File: src/rtl/id_ex_operand_stage_if.sv
// ID/EX operand stage bus.
// Groups the decode-side instruction fields, the EX/MEM and MEM/WB forwarding
// sources and the EX-side outputs (ALU operands, registered control and the
// load-use hazard flag) into one bundle.
//   master : decode/pipeline control side (drives ID fields, forwarding, stall/flush)
//   slave  : the id_ex_operand_stage itself
interface id_ex_operand_stage_if #(
    parameter int unsigned REG_IDX_W = 5,
    parameter int unsigned DATA_W    = 32
) ();
    // pipeline control
    logic                 stall;
    logic                 flush;
    // decoded instruction fields
    logic                 id_valid;
    logic [3:0]           id_ctl;
    logic [REG_IDX_W-1:0] id_rs_idx;
    logic [REG_IDX_W-1:0] id_rt_idx;
    logic [DATA_W-1:0]    id_rs_data;
    logic [DATA_W-1:0]    id_rt_data;
    logic [DATA_W-1:0]    id_imm;
    logic                 id_alu_src;
    logic [REG_IDX_W-1:0] id_rd_idx;
    logic                 id_reg_write;
    logic                 id_mem_read;
    // forwarding sources
    logic                 exmem_reg_write;
    logic [REG_IDX_W-1:0] exmem_rd_idx;
    logic [DATA_W-1:0]    exmem_value;
    logic                 memwb_reg_write;
    logic [REG_IDX_W-1:0] memwb_rd_idx;
    logic [DATA_W-1:0]    memwb_value;
    // EX-side outputs
    logic [3:0]           alu_ctl;
    logic [DATA_W-1:0]    alu_a;
    logic [DATA_W-1:0]    alu_b;
    logic [DATA_W-1:0]    ex_store_data;
    logic                 ex_valid;
    logic                 ex_reg_write;
    logic                 ex_mem_read;
    logic [REG_IDX_W-1:0] ex_rd_idx;
    logic                 load_use_hazard;

    modport master (
        output stall, flush, id_valid, id_ctl, id_rs_idx, id_rt_idx, id_rs_data,
               id_rt_data, id_imm, id_alu_src, id_rd_idx, id_reg_write, id_mem_read,
               exmem_reg_write, exmem_rd_idx, exmem_value,
               memwb_reg_write, memwb_rd_idx, memwb_value,
        input  alu_ctl, alu_a, alu_b, ex_store_data, ex_valid, ex_reg_write,
               ex_mem_read, ex_rd_idx, load_use_hazard
    );

    modport slave (
        input  stall, flush, id_valid, id_ctl, id_rs_idx, id_rt_idx, id_rs_data,
               id_rt_data, id_imm, id_alu_src, id_rd_idx, id_reg_write, id_mem_read,
               exmem_reg_write, exmem_rd_idx, exmem_value,
               memwb_reg_write, memwb_rd_idx, memwb_value,
        output alu_ctl, alu_a, alu_b, ex_store_data, ex_valid, ex_reg_write,
               ex_mem_read, ex_rd_idx, load_use_hazard
    );
endinterface

File: src/rtl/id_ex_operand_stage.sv
// ID/EX pipeline register with operand forwarding, feeding the ALU directly.
// Ports:
//   clk  : clock, all state updates on the rising edge
//   rst  : synchronous active-high reset (overrides stall and flush)
//   bus  : id_ex_operand_stage_if.slave -- ID fields, stall/flush, EX/MEM and
//          MEM/WB forwarding sources in; ALU ctl/a/b, store data, registered
//          control and the load-use hazard flag out.
// Edge priority: rst > flush > stall > capture. A bubble is an all-zero EX
// register, so its indices are 0 and it can never forward, write or hazard.
module id_ex_operand_stage #(
    parameter int unsigned REG_IDX_W = 5,
    parameter int unsigned DATA_W    = 32
) (
    input logic                   clk,
    input logic                   rst,
    id_ex_operand_stage_if.slave  bus
);

    typedef struct packed {
        logic                 valid;
        logic                 reg_write;
        logic                 mem_read;
        logic                 alu_src;
        logic [3:0]           ctl;
        logic [REG_IDX_W-1:0] rd_idx;
        logic [REG_IDX_W-1:0] rs_idx;
        logic [REG_IDX_W-1:0] rt_idx;
        logic [DATA_W-1:0]    rs_data;
        logic [DATA_W-1:0]    rt_data;
        logic [DATA_W-1:0]    imm;
    } ex_t;

    ex_t ex_q, ex_d;

    logic [DATA_W-1:0] rs_cap, rt_cap;
    logic [DATA_W-1:0] rs_fwd, rt_fwd;

    // Same-cycle register-file write: the RF read in ID is stale, take MEM/WB.
    function automatic logic [DATA_W-1:0] wb_bypass(
        input logic [REG_IDX_W-1:0] idx,
        input logic [DATA_W-1:0]    data,
        input logic                 wb_we,
        input logic [REG_IDX_W-1:0] wb_rd,
        input logic [DATA_W-1:0]    wb_val
    );
        if (wb_we && (wb_rd != '0) && (wb_rd == idx)) return wb_val;
        return data;
    endfunction

    // EX/MEM is younger than MEM/WB, so it wins; index 0 is hardwired zero.
    function automatic logic [DATA_W-1:0] forward(
        input logic [REG_IDX_W-1:0] idx,
        input logic [DATA_W-1:0]    data,
        input logic                 mem_we,
        input logic [REG_IDX_W-1:0] mem_rd,
        input logic [DATA_W-1:0]    mem_val,
        input logic                 wb_we,
        input logic [REG_IDX_W-1:0] wb_rd,
        input logic [DATA_W-1:0]    wb_val
    );
        if (idx == '0)                                      return '0;
        if (mem_we && (mem_rd != '0) && (mem_rd == idx))    return mem_val;
        if (wb_we && (wb_rd != '0) && (wb_rd == idx))       return wb_val;
        return data;
    endfunction

    always_comb begin
        rs_cap = wb_bypass(bus.id_rs_idx, bus.id_rs_data, bus.memwb_reg_write,
                           bus.memwb_rd_idx, bus.memwb_value);
        rt_cap = wb_bypass(bus.id_rt_idx, bus.id_rt_data, bus.memwb_reg_write,
                           bus.memwb_rd_idx, bus.memwb_value);
    end

    // Next-state for the EX register (reset handled in the register itself).
    always_comb begin
        ex_d = ex_q;
        if (bus.flush) begin
            ex_d = '0;
        end else if (!bus.stall) begin
            if (bus.id_valid) begin
                ex_d.valid     = 1'b1;
                ex_d.reg_write = bus.id_reg_write;
                ex_d.mem_read  = bus.id_mem_read;
                ex_d.alu_src   = bus.id_alu_src;
                ex_d.ctl       = bus.id_ctl;
                ex_d.rd_idx    = bus.id_rd_idx;
                ex_d.rs_idx    = bus.id_rs_idx;
                ex_d.rt_idx    = bus.id_rt_idx;
                ex_d.rs_data   = rs_cap;
                ex_d.rt_data   = rt_cap;
                ex_d.imm       = bus.id_imm;
            end else begin
                ex_d = '0;
            end
        end
    end

    always_ff @(posedge clk) begin
        if (rst) begin
            ex_q <= '0;
        end else begin
            ex_q <= ex_d;
        end
    end

    // Forwarding re-evaluates every cycle, including while stalled.
    always_comb begin
        rs_fwd = forward(ex_q.rs_idx, ex_q.rs_data,
                         bus.exmem_reg_write, bus.exmem_rd_idx, bus.exmem_value,
                         bus.memwb_reg_write, bus.memwb_rd_idx, bus.memwb_value);
        rt_fwd = forward(ex_q.rt_idx, ex_q.rt_data,
                         bus.exmem_reg_write, bus.exmem_rd_idx, bus.exmem_value,
                         bus.memwb_reg_write, bus.memwb_rd_idx, bus.memwb_value);
    end

    assign bus.alu_ctl       = ex_q.ctl;
    assign bus.alu_a         = rs_fwd;
    assign bus.alu_b         = ex_q.alu_src ? ex_q.imm : rt_fwd;
    assign bus.ex_store_data = rt_fwd;
    assign bus.ex_valid      = ex_q.valid;
    assign bus.ex_reg_write  = ex_q.reg_write;
    assign bus.ex_mem_read   = ex_q.mem_read;
    assign bus.ex_rd_idx     = ex_q.rd_idx;

    assign bus.load_use_hazard = ex_q.valid && ex_q.mem_read && (ex_q.rd_idx != '0) &&
                                 ((ex_q.rd_idx == bus.id_rs_idx) ||
                                  (ex_q.rd_idx == bus.id_rt_idx)) &&
                                 bus.id_valid;

endmodule

File: src/flat_wrapper.sv
// flat-port wrapper written by rule: the top's interface ports become plain ports
module id_ex_operand_stage_flat 
#(
    parameter int unsigned REG_IDX_W = 5,
    parameter int unsigned DATA_W    = 32
)
  (clk, rst, bus_stall, bus_flush, bus_id_valid, bus_id_ctl, bus_id_rs_idx, bus_id_rt_idx, bus_id_rs_data, bus_id_rt_data, bus_id_imm, bus_id_alu_src, bus_id_rd_idx, bus_id_reg_write, bus_id_mem_read, bus_exmem_reg_write, bus_exmem_rd_idx, bus_exmem_value, bus_memwb_reg_write, bus_memwb_rd_idx, bus_memwb_value, bus_alu_ctl, bus_alu_a, bus_alu_b, bus_ex_store_data, bus_ex_valid, bus_ex_reg_write, bus_ex_mem_read, bus_ex_rd_idx, bus_load_use_hazard);
  id_ex_operand_stage_if #(.REG_IDX_W(REG_IDX_W), .DATA_W(DATA_W)) bus_i ();
  input logic clk;
  input logic rst;
  input wire logic [$bits(bus_i.stall)-1:0] bus_stall;
  input wire logic [$bits(bus_i.flush)-1:0] bus_flush;
  input wire logic [$bits(bus_i.id_valid)-1:0] bus_id_valid;
  input wire logic [$bits(bus_i.id_ctl)-1:0] bus_id_ctl;
  input wire logic [$bits(bus_i.id_rs_idx)-1:0] bus_id_rs_idx;
  input wire logic [$bits(bus_i.id_rt_idx)-1:0] bus_id_rt_idx;
  input wire logic [$bits(bus_i.id_rs_data)-1:0] bus_id_rs_data;
  input wire logic [$bits(bus_i.id_rt_data)-1:0] bus_id_rt_data;
  input wire logic [$bits(bus_i.id_imm)-1:0] bus_id_imm;
  input wire logic [$bits(bus_i.id_alu_src)-1:0] bus_id_alu_src;
  input wire logic [$bits(bus_i.id_rd_idx)-1:0] bus_id_rd_idx;
  input wire logic [$bits(bus_i.id_reg_write)-1:0] bus_id_reg_write;
  input wire logic [$bits(bus_i.id_mem_read)-1:0] bus_id_mem_read;
  input wire logic [$bits(bus_i.exmem_reg_write)-1:0] bus_exmem_reg_write;
  input wire logic [$bits(bus_i.exmem_rd_idx)-1:0] bus_exmem_rd_idx;
  input wire logic [$bits(bus_i.exmem_value)-1:0] bus_exmem_value;
  input wire logic [$bits(bus_i.memwb_reg_write)-1:0] bus_memwb_reg_write;
  input wire logic [$bits(bus_i.memwb_rd_idx)-1:0] bus_memwb_rd_idx;
  input wire logic [$bits(bus_i.memwb_value)-1:0] bus_memwb_value;
  output wire logic [$bits(bus_i.alu_ctl)-1:0] bus_alu_ctl;
  output wire logic [$bits(bus_i.alu_a)-1:0] bus_alu_a;
  output wire logic [$bits(bus_i.alu_b)-1:0] bus_alu_b;
  output wire logic [$bits(bus_i.ex_store_data)-1:0] bus_ex_store_data;
  output wire logic [$bits(bus_i.ex_valid)-1:0] bus_ex_valid;
  output wire logic [$bits(bus_i.ex_reg_write)-1:0] bus_ex_reg_write;
  output wire logic [$bits(bus_i.ex_mem_read)-1:0] bus_ex_mem_read;
  output wire logic [$bits(bus_i.ex_rd_idx)-1:0] bus_ex_rd_idx;
  output wire logic [$bits(bus_i.load_use_hazard)-1:0] bus_load_use_hazard;
  assign bus_i.stall = bus_stall;
  assign bus_i.flush = bus_flush;
  assign bus_i.id_valid = bus_id_valid;
  assign bus_i.id_ctl = bus_id_ctl;
  assign bus_i.id_rs_idx = bus_id_rs_idx;
  assign bus_i.id_rt_idx = bus_id_rt_idx;
  assign bus_i.id_rs_data = bus_id_rs_data;
  assign bus_i.id_rt_data = bus_id_rt_data;
  assign bus_i.id_imm = bus_id_imm;
  assign bus_i.id_alu_src = bus_id_alu_src;
  assign bus_i.id_rd_idx = bus_id_rd_idx;
  assign bus_i.id_reg_write = bus_id_reg_write;
  assign bus_i.id_mem_read = bus_id_mem_read;
  assign bus_i.exmem_reg_write = bus_exmem_reg_write;
  assign bus_i.exmem_rd_idx = bus_exmem_rd_idx;
  assign bus_i.exmem_value = bus_exmem_value;
  assign bus_i.memwb_reg_write = bus_memwb_reg_write;
  assign bus_i.memwb_rd_idx = bus_memwb_rd_idx;
  assign bus_i.memwb_value = bus_memwb_value;
  assign bus_alu_ctl = bus_i.alu_ctl;
  assign bus_alu_a = bus_i.alu_a;
  assign bus_alu_b = bus_i.alu_b;
  assign bus_ex_store_data = bus_i.ex_store_data;
  assign bus_ex_valid = bus_i.ex_valid;
  assign bus_ex_reg_write = bus_i.ex_reg_write;
  assign bus_ex_mem_read = bus_i.ex_mem_read;
  assign bus_ex_rd_idx = bus_i.ex_rd_idx;
  assign bus_load_use_hazard = bus_i.load_use_hazard;
  id_ex_operand_stage #(.REG_IDX_W(REG_IDX_W), .DATA_W(DATA_W)) u_core (.clk(clk), .rst(rst), .bus(bus_i));
endmodule
File: config.mk
export PLATFORM = sky130hd
export DESIGN_NAME = id_ex_operand_stage_flat
export DESIGN_NICKNAME = d
export VERILOG_FILES = /design/src/rtl/id_ex_operand_stage_if.sv /design/src/rtl/id_ex_operand_stage.sv /design/src/flat_wrapper.sv
export SDC_FILE = /design/constraint.sdc
export NUM_CORES = 1
export LEC_CHECK = 0
export BUFFER_PORTS_ARGS = -buffer_cell sky130_fd_sc_hd__buf_2
export CAP_MARGIN = 20
export CELL_PAD_IN_SITES_DETAIL_PLACEMENT = 0
export CELL_PAD_IN_SITES_GLOBAL_PLACEMENT = 2
export CORE_MARGIN = 3
export CORE_UTILIZATION = 29
export CTS_CLUSTER_SIZE = 12
export DETAILED_ROUTE_END_ITERATION = 6
export HOLD_SLACK_MARGIN = 0.06
export PLACE_DENSITY = 0.87
export SLEW_MARGIN = 20
export SYNTH_ARGS = -nofsm -noshare
export SYNTH_HDL_FRONTEND = slang
export SYNTH_SLANG_ARGS = --single-unit
File: constraint.sdc
create_clock -name clk -period 4.1 [get_ports clk]
set_input_delay 0.615 -clock clk [delete_from_list [all_inputs] [get_ports clk]]
set_output_delay 0.615 -clock clk [all_outputs]
set_load 0.05 [all_outputs]
# Word level (Yosys, flattened, before mapping)
# Index checks and enable logic that the tools add are counted.
[op_classes]
eq_ne = 8
mux = 32
n_reduce_logical = 19
[ops]
columns = ["operator", "count"]
rows = [
  ["two-way mux 32 bit", 17],
  ["two-way mux 119 bit", 1],
  ["equality test 5 bit", 8],
  ["nonzero test 5 bit", 3],
  ["two-way mux 1 bit", 14],
  ["logical AND 1 bit", 12],
  ["zero test 5 bit", 2],
  ["OR reduction 2 bit", 1],
  ["logical OR 1 bit", 1],
]
[totals]
register_bits = 119
inputBits = 199
out_inout_bits = 109
word_cells = 70

# Longest topological paths before layout
[depth]
word_depth = 11
depth_mapped = 9
depth_no_buf = 5

# Least setup slack after synthesis
# Ideal clock, no wire load.
[synth_path]
path_type = "input to output"
start = "in bus_memwb_rd_idx[0]"
end = "out bus_alu_b[30]"
arrival_ns = 3.045
required_time_ns = 3.485
path_slack_ns = 0.440
cell_stages = 7
path_buffers = 2
cell_sequence = "buf_2 -> or4_4 -> o21a_1 -> buf_6 -> nand3_4 -> a221oi_1 -> o31ai_1"
[synth_between]
elab_chain_len = 10
word_cells_on_any_way = 12
classes_between = "1 x eq/ne; 8 x mux; 3 x reduce/logical"
[synth_lines]
columns = ["item", "line_no", "source"]
rows = [
  ["from (decl)", "flat_wrapper.sv:28", "input wire logic [$bits(bus_i.memwb_rd_idx)-1:0] bus_memwb_rd_idx;"],
  ["nonzero test 5 bit", "id_ex_operand_stage.sv:63", "if (wb_we && (wb_rd != '0) && (wb_rd == idx)) return wb_val;"],
  ["logical AND 1 bit", "id_ex_operand_stage.sv:63", ""],
  ["logical AND 1 bit (*)", "id_ex_operand_stage.sv:63", ""],
  ["two-way mux 1 bit (2 in a row)", "id_ex_operand_stage.sv:63", ""],
  ["two-way mux 1 bit", "id_ex_operand_stage.sv:62", "if (mem_we && (mem_rd != '0) && (mem_rd == idx)) return mem_val;"],
  ["two-way mux 32 bit (*)", "id_ex_operand_stage.sv:64", "return data;"],
  ["two-way mux 32 bit (*)", "id_ex_operand_stage.sv:63", ""],
  ["two-way mux 32 bit (*)", "id_ex_operand_stage.sv:62", ""],
  ["two-way mux 32 bit (*)", "id_ex_operand_stage.sv:118", "assign bus.alu_b = ex_q.alu_src ? ex_q.imm : rt_fwd;"],
  ["to (decl)", "flat_wrapper.sv:32", "output wire logic [$bits(bus_i.alu_b)-1:0] bus_alu_b;"],
]
# Every way passes the cells marked *; elsewhere a longest branch is shown, timed or not. The select of a mux whose other input is x is not followed.

# Final worst setup path
[layout_path]
start = "reg u_core.ex_q[102] in the netlist's numbering"
end = "out bus_alu_a[0]"
[layout_between]
elab_chain_len = 8
word_cells_on_any_way = 16
classes_between = "2 x eq/ne; 11 x mux; 3 x reduce/logical"
[layout_lines]
columns = ["item", "line_no", "source"]
rows = [
  ["from (decl)", "id_ex_operand_stage.sv:33", "ex_t ex_q, ex_d;"],
  ["from (signal assigned)", "id_ex_operand_stage.sv:100", "ex_q <= '0;"],
  ["from (signal assigned)", "id_ex_operand_stage.sv:102", "ex_q <= ex_d;"],
  ["equality test 5 bit", "id_ex_operand_stage.sv:63", ""],
  ["logical AND 1 bit", "id_ex_operand_stage.sv:63", ""],
  ["two-way mux 1 bit (2 in a row)", "id_ex_operand_stage.sv:63", ""],
  ["two-way mux 1 bit", "id_ex_operand_stage.sv:62", ""],
  ["two-way mux 32 bit", "id_ex_operand_stage.sv:64", ""],
  ["two-way mux 32 bit", "id_ex_operand_stage.sv:63", ""],
  ["two-way mux 32 bit (*)", "id_ex_operand_stage.sv:62", ""],
  ["to (decl)", "flat_wrapper.sv:31", "output wire logic [$bits(bus_i.alu_a)-1:0] bus_alu_a;"],
]
# Marked as above.

==> summary.md <==
| Metric | Value |
|---|---|
| Peak supply drop | `~0.00023 V` |
| WS Path Type | `flop to output port` |
| CTS clk-pin slew, worst paths | `0.06 ns` |
| Slew HR | `0.3666` |
| Reg2reg setup slack | `~3 ns` |
| Synth cell types | `39` |
| Logic pwr share | `0.155` |
| GRT Overall Usage | `0.2217` |
| ANT nets after route | `0` |
| Post-route DRC | `0` |
| Die height | `166.0 um` |
| Area Overhead vs Synth | `30.86%` |
| Clk sinks | `between 100 and 150` |
| Routed via count | `~8000` |
| Cell Pwr Density | `326.7 nW/um2` |
| Largest family of logic cells by synthesized area | `compound AO/OA/AOI/OAI gates` |
| Worst R2R End | `u_core.ex_q[115]` |
| Synth cell count leaders | `nand2_1 (161), dfxtp_1 (119), nor2_1 (92)` |
| Total negative slack | `0 ns` |
| Initial drt markers | `447` |
| Slew Viols, Final | `0` |
| WL/cell | `~21 um` |
| Run status | `complete, no violations` |
| Post-synthesis mux area share | `0.08630` |
| Hold Vio Cnt, Final | `0` |
| NetSw | `roughly 0.9 mW` |
| Post-DP Area | `around 9100 um2` |
| # hold bufs at CTS | `0` |
| Crit path DAT | `roughly 3.0 ns` |
| Root Buffer | `clkbuf_16` |
| # IOs | `308` |
| Simple-gate share of the synthesized area | `0.2053` |
| Cell Area, Synth | `about 7400 um2` |
| Leakage power | `around 4 nW` |
| I/O Buffers | `between 300 and 400` |
| Clock Power Share | `0.467` |
| R2R cell count | `3` |
| Synth Flop Type | `dfxtp_1` |
| Final core occ | `0.3925` |
| Final instance area | `between 9000 and 10000 um2` |
| Post-CTS Resized | `0` |
| CP endpoint | `bus_alu_a[0]` |
| Vias per inst | `~5.3` |
| Period utilization | `0.8893` |
| Floorplan core area | `approximately 25000 um2` |
| Die footprint | `~28000 um2` |
| Grt ovf | `0` |
| Largest net degree at the start of global routing | `65` |
| Post-synthesis xor/xnor area fraction | `0.04719` |
| Pre-antenna DRT Iters | `7` |
| Detailed Route WL | `~32000 um` |
| Syn Nets | `1117` |
| CTS tree | `built` |
| Antenna violations before repair | `7` |
| H-Tree Level Count | `4` |
| Area leader, netlist | `dfxtp_1` |
| Overall power | `~3.2 mW` |
| CTS Buf Count | `17` |
| Share of cells above drive strength 1 | `0.3703` |
| Die Wd | `166.0 um` |
| Worst r2r src | `u_core.ex_q[115]` |
| Count leader, synth | `nand2_1` |
| Initial Utilization | `0.3000` |
| Yosys Warn Count | `0` |
| Vias in the first global route | `between 8000 and 9000` |
| #FFs+latches synth | `119` |
| Slew @ Worst Pin | `around 0.95 ns` |
| Max Cap Viol | `0` |
| Seq/Total Area, Yosys | `0.3209` |
| Row count | `57` |
| P_int | `2.272 mW` |
| Top cells by area, synth | `dfxtp_1 (32%), mux2i_1 (8.6%), nand2_1 (8.1%), a221oi_2 (6.1%), o21ai_0 (5.7%)` |
| Share of the synthesized area in the top cell type | `0.3209` |
| First-pass GRT wire length | `approximately 48000 um` |
| Switching Share | `0.2842` |
| Synth Area in Compound Gates | `0.2677` |
| Fraction of registers with async set/reset | `0` |
| # setup viols final | `0` |
| # Post-CTS Setup Buffers | `0` |
| Post-synthesis adder-cell area fraction | `0` |
| Hold crit path type | `input pin to flop` |
| Nets | `1368` |
| Share of total power in sequential cells | `0.378` |
| Skew final | `0 ns` |
| Critical Path Source Type | `flop` |
| Max Fclk | `approximately 270 MHz` |
| HPWL after detailed placement | `~23000 um` |
| CP max FO | `17` |
| CP Capture Type | `output port` |
| Gate count of the mapped netlist | `~920` |
| Final Wtd Congestion | `0.8459` |
| Critical Path RT | `between 3 and 4 ns` |
| RSZ-0062 raised after global routing | `false` |
| Inst Count DP | `roughly 1500` |
| Clock buffer depth | `2` |
| Syn Area/Cell | `about 8 um2` |
| Minimum clock period | `roughly 3.6 ns` |
| Crit path from | `u_core.ex_q[102]` |
| Fin cells | `approximately 1500` |
| Clk_lat worst skew | `around 0.42 ns` |
| EDFF count, synth | `0` |
==> final cells by class <==
type / count / area, um2
Antenna cell: 4 / 10.01
Clock buffer: 21 / 460.4
Clock inverter: 9 / 102.6
Fill cell: 2639 / 15030
Inverter: 1 / 3.754
Multi-Input combinational cell: 700 / 4549
Sequential cell: 119 / 2384
Tap cell: 324 / 405.4
Timing Repair Buffer: 330 / 1799
==> how the worst min path moves through the flow <==
| stage | startpoint | end | slack, ns | cells after the start |
|---|---|---|---|---|
| final | bus_id_rd_idx[4] | u_core.bus.ex_rd_idx[4] | 0.42 | 3 |
| after global routing | bus_id_imm[15] | u_core.ex_q[15] | 0.41 | 3 |
| after CTS | bus_id_imm[27] | u_core.ex_q[27] | 0.41 | 3 |
| after detailed placement | u_core.ex_q[66] | u_core.ex_q[66] | 0.44 | 2 |
| after global placement | u_core.ex_q[76] | u_core.ex_q[76] | 0.43 | 2 |
| after floorplan | u_core.ex_q[64] | u_core.ex_q[64] | 0.42 | 2 |
==> layer usage <==
| metal | vias to the layer above | routed length, um | global-route usage |
|---|---|---|---|
| met5 | - | 37 | 0 |
| met4 | 6 | 567 | 0.07052 |
| met3 | 46 | 2226 | 0.05546 |
| met2 | 311 | 14760 | 0.3635 |
| met1 | 3838 | 14070 | 0.2872 |
| li1 | 3792 | - | - |
==> power groups by stage <==
stage          Sequential [mW]  Combinational [mW]  Clock [mW]
2_1_floorplan             1.22               0.275           0
3_3_place_gp              1.22               0.490           0
3_5_place_dp              1.22               0.492           0
4_1_cts                   1.20               0.493        1.52
5_1_grt                   1.20               0.533        1.57
6_report                  1.20               0.493        1.48
==> flip-flops by register name (all words and copies together), names as in the netlist <==
| name | count |
|---|---|
| u_core.bus.alu_ctl | 4 |
| u_core.bus.ex_rd_idx | 5 |
| u_core.bus.ex_reg_write | 1 |
| u_core.ex_q | 107 |
| u_core.bus.ex_valid | 1 |
| u_core.bus.ex_mem_read | 1 |
==> layout by cell type (no fill, tap or decap), drive strengths merged <==
| cell type | instances |
|---|---|
| a21oi | 2 |
| a221oi | 32 |
| a22oi | 54 |
| a31oi | 32 |
| and3 | 34 |
| buf | 330 |
| bufinv | 2 |
| clkbuf | 21 |
| clkinv | 4 |
| clkinvlp | 3 |
| dfxtp | 119 |
| diode | 4 |
| inv | 1 |
| mux2i | 64 |
| nand2 | 161 |
| nand2b | 1 |
| nand3 | 7 |
| nand4 | 1 |
| nor2 | 92 |
| nor2b | 1 |
| nor3 | 38 |
| nor4 | 3 |
| o2111ai | 1 |
| o21a | 2 |
| o21ai | 97 |
| o31ai | 32 |
| or2 | 2 |
| or4 | 4 |
| xnor2 | 13 |
| xor2 | 27 |
==> logic make-up after synthesis <==
logic type,count (synthesis)
XOR/XNOR,40
AO/OA/AOI/OAI,252
AND/OR/NAND/NOR,344
flip-flops,119
buffers and inverters,99
multiplexers,64
==> stage by stage <==
stage               worst slack, ns  hold slack [ns]
finish                       0.4537           0.4233
global placement             0.5676           0.4341
detailed placement           0.5391           0.4407
floorplan                    0.4398           0.4249
CTS                          0.4831           0.4065
global route                 0.3700           0.4135
==> critical path, stage by stage, from the launching register on <==
cell	delay (ns)
dfxtp_1	0.36
xor2_1	0.17
nor4_1	0.67
and3_2	0.56
buf_12	0.22
nand2_1	0.06
a31oi_1	0.23
buf_2	0.32
Power figures use the tool's default switching activity.
